===== src/rtl/mem_sort_ctrl.sv =====
// mem_sort_ctrl: in-place ascending (unsigned) bubble sort of a DEPTH x DW memory.
//
// The block owns the memory's rd/wr/adr/WriteData ports. The memory writes on the
// rising clk edge and reads combinationally from rd/adr.
//
// Ports:
//   clk        system clock, rising edge
//   rst_n      asynchronous active-low reset
//   start      begin a sort; sampled only while idle
//   busy       high from the cycle after start is accepted through the done cycle
//   done       one-cycle completion pulse
//   rd, wr     memory read / write enables (never both high)
//   adr        memory address
//   WriteData  memory write data
//   ReadData   memory read data
//   swap_cnt   swaps in the current/last sort, saturating
//   cmp_cnt    compares in the current/last sort, saturating
//
// Optional feature: define MEM_SORT_EARLY_EXIT_EN to finish as soon as a full
// pass completes without any swap.
module mem_sort_ctrl #(
  parameter int unsigned DEPTH = 32,
  parameter int unsigned AW    = 5,
  parameter int unsigned DW    = 8
) (
  input  logic          clk,
  input  logic          rst_n,
  input  logic          start,
  output logic          busy,
  output logic          done,
  output logic          rd,
  output logic          wr,
  output logic [AW-1:0] adr,
  output logic [DW-1:0] WriteData,
  input  logic [DW-1:0] ReadData,
  output logic [15:0]   swap_cnt,
  output logic [15:0]   cmp_cnt
);

  // Highest pass index; also the element-index limit of the first pass.
  localparam logic [AW:0] LastIdx = (AW+1)'(DEPTH - 2);

  typedef enum logic [2:0] {
    StIdle,
    StRdA,
    StRdB,
    StCmp,
    StWrA,
    StWrB,
    StDone
  } state_e;

  state_e        state_q;
  logic [AW-1:0] i_q;
  logic [AW-1:0] j_q;
  logic [DW-1:0] reg_a_q;
  logic [DW-1:0] reg_b_q;
`ifdef MEM_SORT_EARLY_EXIT_EN
  logic          pass_swap_q;
  logic          adv_new_pass;
`endif

  logic          more_j;
  logic          more_i;
  logic          pass_end_done;
  logic [AW-1:0] j_inc;
  logic [AW-1:0] adv_i;
  logic [AW-1:0] adv_j;
  logic          adv_done;

  // Index advance after a compare (no swap) or after the second swap write.
  always_comb begin
    j_inc  = j_q + AW'(1);
    more_j = ({1'b0, j_q} < (LastIdx - {1'b0, i_q}));
    more_i = ({1'b0, i_q} < LastIdx);
`ifdef MEM_SORT_EARLY_EXIT_EN
    // A pass with no swap proves the array is already ordered.
    pass_end_done = !more_j && (!more_i || !pass_swap_q);
    adv_new_pass  = 1'b0;
`else
    pass_end_done = !more_j && !more_i;
`endif
    adv_i    = i_q;
    adv_j    = j_q;
    adv_done = 1'b0;
    if (more_j) begin
      adv_j = j_inc;
    end else if (pass_end_done) begin
      adv_done = 1'b1;
    end else begin
      adv_i = i_q + AW'(1);
      adv_j = '0;
`ifdef MEM_SORT_EARLY_EXIT_EN
      adv_new_pass = 1'b1;
`endif
    end
  end

  // Outputs are registered: each transition loads the values the next state drives.
  always_ff @(posedge clk or negedge rst_n) begin
    if (!rst_n) begin
      state_q     <= StIdle;
      i_q         <= '0;
      j_q         <= '0;
      reg_a_q     <= '0;
      reg_b_q     <= '0;
      busy        <= 1'b0;
      done        <= 1'b0;
      rd          <= 1'b0;
      wr          <= 1'b0;
      adr         <= '0;
      WriteData   <= '0;
      swap_cnt    <= '0;
      cmp_cnt     <= '0;
`ifdef MEM_SORT_EARLY_EXIT_EN
      pass_swap_q <= 1'b0;
`endif
    end else begin
      unique case (state_q)
        StIdle: begin
          if (start) begin
            state_q     <= StRdA;
            i_q         <= '0;
            j_q         <= '0;
            swap_cnt    <= '0;
            cmp_cnt     <= '0;
            busy        <= 1'b1;
            rd          <= 1'b1;
            adr         <= '0;
`ifdef MEM_SORT_EARLY_EXIT_EN
            pass_swap_q <= 1'b0;
`endif
          end
        end
        StRdA: begin
          reg_a_q <= ReadData;
          adr     <= j_inc;
          state_q <= StRdB;
        end
        StRdB: begin
          reg_b_q <= ReadData;
          rd      <= 1'b0;
          state_q <= StCmp;
        end
        StCmp: begin
          if (cmp_cnt != 16'hFFFF) cmp_cnt <= cmp_cnt + 16'd1;
          if (reg_a_q > reg_b_q) begin
            if (swap_cnt != 16'hFFFF) swap_cnt <= swap_cnt + 16'd1;
`ifdef MEM_SORT_EARLY_EXIT_EN
            pass_swap_q <= 1'b1;
`endif
            wr        <= 1'b1;
            adr       <= j_q;
            WriteData <= reg_b_q;
            state_q   <= StWrA;
          end else begin
            i_q <= adv_i;
            j_q <= adv_j;
`ifdef MEM_SORT_EARLY_EXIT_EN
            if (adv_new_pass) pass_swap_q <= 1'b0;
`endif
            if (adv_done) begin
              done    <= 1'b1;
              state_q <= StDone;
            end else begin
              rd      <= 1'b1;
              adr     <= adv_j;
              state_q <= StRdA;
            end
          end
        end
        StWrA: begin
          adr       <= j_inc;
          WriteData <= reg_a_q;
          state_q   <= StWrB;
        end
        StWrB: begin
          wr  <= 1'b0;
          i_q <= adv_i;
          j_q <= adv_j;
`ifdef MEM_SORT_EARLY_EXIT_EN
          if (adv_new_pass) pass_swap_q <= 1'b0;
`endif
          if (adv_done) begin
            done    <= 1'b1;
            state_q <= StDone;
          end else begin
            rd      <= 1'b1;
            adr     <= adv_j;
            state_q <= StRdA;
          end
        end
        StDone: begin
          done    <= 1'b0;
          busy    <= 1'b0;
          state_q <= StIdle;
        end
        default: begin
          state_q <= StIdle;
          busy    <= 1'b0;
          done    <= 1'b0;
          rd      <= 1'b0;
          wr      <= 1'b0;
        end
      endcase
    end
  end

endmodule


===== config.mk =====
export PLATFORM = sky130hd
export DESIGN_NAME = mem_sort_ctrl
export DESIGN_NICKNAME = d
export VERILOG_FILES = /design/src/rtl/mem_sort_ctrl.sv
export SDC_FILE = /design/constraint.sdc
export NUM_CORES = 1
export LEC_CHECK = 0
export CORE_MARGIN = 2
export CORE_UTILIZATION = 37
export DETAILED_ROUTE_END_ITERATION = 7
export PLACE_DENSITY = 0.54
export SKIP_LAST_GASP = 1
export SYNTH_ARGS = -nofsm -noshare
export SYNTH_HDL_FRONTEND = slang
export SYNTH_SLANG_ARGS = --single-unit

===== constraint.sdc =====
create_clock -name clk -period 2.55 [get_ports clk]
set_input_delay 0.51 -clock clk [delete_from_list [all_inputs] [get_ports clk]]
set_output_delay 0.51 -clock clk [all_outputs]
set_load 0.02 [all_outputs]

==> results of run 1 <==
final cells by class:
class	count	area (µm²)	area share, %
multi-input combinational	351	2390	42.1
sequential	78	1950	34.5
timing repair buffer	79	751	13.2
clock buffer	13	250	4.42
tap	147	184	3.25
inverter	26	97.6	1.72
clock inverter	3	43.8	0.773
flip-flops by register name (all words and copies together) (netlist names):
name	cells
cmp_cnt	16
swap_cnt	16
WriteData	8
reg_a_q	8
reg_b_q	8
adr	5
i_q	5
j_q	5
state_q	3
busy	1
done	1
rd	1
wr	1
through the flow:
step | setup TNS (ns) | cell area, µm² | worst slack [ns]
3_3_place_gp | 0 | 5340 | 0.0539
3_5_place_dp | 0 | 5340 | 0.0360
2_1_floorplan | 0 | 4510 | 0.201
6_report | 0 | 5670 | 0.107
5_1_grt | -0.148 | 5670 | -0.0800
4_1_cts | 0 | 5640 | 0.0453
repair_timing:
action                     in CTS  in global routing
hold endpoints to repair        0                  0
resized for setup               0                  8
setup buffers                   0                  1
setup endpoints to repair       0                 11
Yosys cell counts (2+ instances only):
cell | n | area (µm²)
a21oi_1 | 31 | 155
clkbuf_1 | 7 | 26.3
nand4_1 | 14 | 87.6
nand2b_1 | 6 | 37.5
dfrtp_1 | 78 | 1950
nor2b_1 | 2 | 12.5
o211a_1 | 2 | 20.0
a22oi_1 | 3 | 22.5
xnor2_1 | 3 | 26.3
nor3b_1 | 2 | 15.0
o211ai_1 | 12 | 90.1
o31ai_1 | 17 | 128
o21a_1 | 3 | 22.5
o2111ai_1 | 2 | 17.5
and2_1 | 5 | 31.3
inv_1 | 26 | 97.6
nor2_1 | 29 | 109
buf_2 | 9 | 45.0
mux2_2 | 8 | 90.1
xor2_1 | 11 | 96.3
nand3_1 | 21 | 105
nor3_1 | 7 | 35.0
o2bb2ai_1 | 4 | 35.0
a2bb2oi_1 | 2 | 17.5
nor4b_1 | 3 | 26.3
and2_0 | 2 | 12.5
nor4_1 | 2 | 12.5
a221oi_1 | 3 | 26.3
a32o_1 | 2 | 20.0
o21ai_1 | 2 | 10.0
and4_1 | 4 | 35.0
o311ai_0 | 3 | 26.3
nand2_1 | 39 | 146
or3_1 | 2 | 12.5
a222oi_1 | 3 | 30.0
mux2i_1 | 15 | 150
a21o_1 | 2 | 15.0
or4_1 | 12 | 90.1
and3_1 | 7 | 43.8
buf_1 | 2 | 7.51
o21ai_0 | 30 | 150
ha_1 | 17 | 213
metal layers:
metal	up-vias	GRT usage (%)	routed length [µm]
met2	103	32.1	6010
met1	1972	23.7	5160
met5	-	0	0
met4	0	4.80	112
li1	1917	-	-
met3	11	5.45	502
power groups by stage:
stage,Sequential (mW),Clock (mW),Combinational (mW)
final,1.88,1.29,2.71
after global routing,1.93,1.37,3.02
after CTS,1.88,1.33,2.72
after detailed placement,1.90,0,2.70
after global placement,1.90,0,2.66
after floorplan,2.00,0,1.65
cells by family after synthesis:
group                    count (synthesis)  share of synthesized area (%)
adder cells (fa/ha/maj)                 17                           4.71
AO/OA/AOI/OAI                          136                           20.7
AND/OR/NAND/NOR                        161                           19.0
XOR/XNOR                                14                           2.72
flip-flops                              78                           43.3
buffers and inverters                   46                           4.33
multiplexers                            23                           5.32
how the worst min path moves through the flow:
stage / from / to / cells after the start
floorplan: rst_n / WriteData[0] / 0
global placement: reg_a_q[0] / WriteData[0] / 2
detailed placement: rst_n / cmp_cnt[15] / 1
CTS: rst_n / cmp_cnt[14] / 1
global route: rst_n / cmp_cnt[14] / 1
finish: rst_n / cmp_cnt[14] / 1
placed cells by master, fill, tap and decap left out, types with 7 or more instances in the layout:
| cell type | netlist | routed |
|---|---|---|
| o31ai_1 | 17 | 17 |
| o211ai_1 | 12 | 12 |
| a21oi_1 | 31 | 31 |
| nand3_1 | 21 | 21 |
| mux2i_1 | 15 | 15 |
| buf_4 | 1 | 20 |
| inv_1 | 26 | 26 |
| mux2_2 | 8 | 8 |
| or4_1 | 12 | 12 |
| ha_1 | 17 | 16 |
| dfrtp_1 | 78 | 77 |
| clkbuf_16 | 0 | 9 |
| xor2_1 | 11 | 11 |
| nor2_1 | 29 | 29 |
| and3_1 | 7 | 7 |
| clkdlybuf4s50_1 | 0 | 58 |
| nand4_1 | 14 | 14 |
| nand2_1 | 39 | 39 |
| o21ai_0 | 30 | 29 |
worst reg2reg max path: cells and delay by family, from the launching register on:
family / cells / cell delay (ns)
AO/OA/AOI/OAI: 4 / 0.80
AND/OR/NAND/NOR: 1 / 0.26
adder cells (fa/ha/maj): 2 / 0.46
XOR/XNOR: 1 / 0.14
flip-flops: 1 / 0.44
buffers and inverters: 2 / 0.30
==> metrics.txt, run 1 <==
status completed; Worst R2R Setup Slack approximately 0.11 ns; # diodes 0; worst path cell trace ha_2 > buf_4 > xor2_1 > ha_1 > o21ai_0 > o21a_2 > buf_4 > or2_4 > o211ai_1 > a32o_1; final setup violation count 0; initial drt markers around 330; clock share of power between 20% and 30%; row cnt 40; Ports 60; Worst Path Arrival between 2 and 3 ns; CTS clk-pin slew, worst paths around 0.07 ns; Pre-antenna DRT Iters 5; FMAX ~0.41 GHz; Hold-fix buffers, CTS 0; post-synthesis register bit count 78; initial antenna violation count 0; vias per cell ~5.7; CP max-delay cell dfrtp_2; Largest delay share family, worst path compound AO/OA/AOI/OAI gates; Crit path depth 10; Critical Path Source i_q[1]; critical path's largest stage delay roughly 0.44 ns; Max Buffers Root-to-Sink 2; H-tree depth 3; ys flop type dfrtp_1; syn_area_per_cell 9.50 µm²; clock sinks just under 80; Syn Nets roughly 500; Fillers roughly 1.2k; Setup CP Type register to register; max cap viols 0; Seq/Total Area, Yosys between 40% and 50%; sequential share of power 31.9%; switching part of the total just over 40%; crit path max fanout 6; Cell Count, Final, Fillers Out roughly 700; reg2reg end j_q[1]; Distinct cells, synth 63; min-delay worst type primary input to asynchronous set/reset pin; Port Buffers 59; Startpoint Class register; max-slew violation count 0; EDFF count, synth 0; final period utilization between 90% and 100%; total track usage 18.9%; CTS tree yes; DIE AREA about 13000 µm²; Post-DP HPWL roughly 8300 µm; total CTS buffers 9; logic gate share of total power a little under half; Worst R2R Path Depth 10; WP data required approximately 2.8 ns; clock latency on the worst-skew pair about 0.34 ns; worst-margin pin slew slightly below 0.6 ns; Slew HR about three fifths; routability congestion estimate around 0.79; CP endpoint j_q[1]; RSZ-0062 raised after global routing yes; most used cell, CP buf_4; WP buf/inv 2; Syn Inst Count about 480; post-route ant nets 0; leakage power 2.43 nW; overall power 5.88 mW; largest net degree at the start of global routing 42; Core Region approximately 12000 µm²; nets about 570; VDD IR max 0.483 mV; DIE WIDTH 114 µm; global-route wire length before repair 19500 µm; synthesis-to-finish area growth 25.6%; via count roughly 4k; fraction of layout cells with a size suffix above 1 10.2%; post-layout min period about 2.4 ns; Finished Core Util 47.4%; Reg2Reg Launch Point i_q[1]; final hold violations 0; Root Buffer clkbuf_16; Crit. End Element register; Int Power about 3.5 mW; final hold slack 0.146 ns; grt ovf 0; Async SR Flop Fraction 100%; skew final 0.0102 ns; DRC errors left 0; Die Y approximately 110 µm; post-placement cell count a little under 700; initial core utilization about 38%; Synth Warn # 0; cell area power density slightly above 1000 nW/µm²; DR WL/cell 16.9 µm; vias in the first global route 3895; cell area after synthesis ~4500 µm²; WL final ~12000 µm; switching power between 2 and 2.5 mW
(Power assumes the default switching activity.)
==> run 2: changes to the inputs <==
Settings changed: SKIP_CTS_REPAIR_TIMING set to 1.
==> results of run 2 <==
Same layout as run 1: the final DEF is identical, and so are final timing and power.
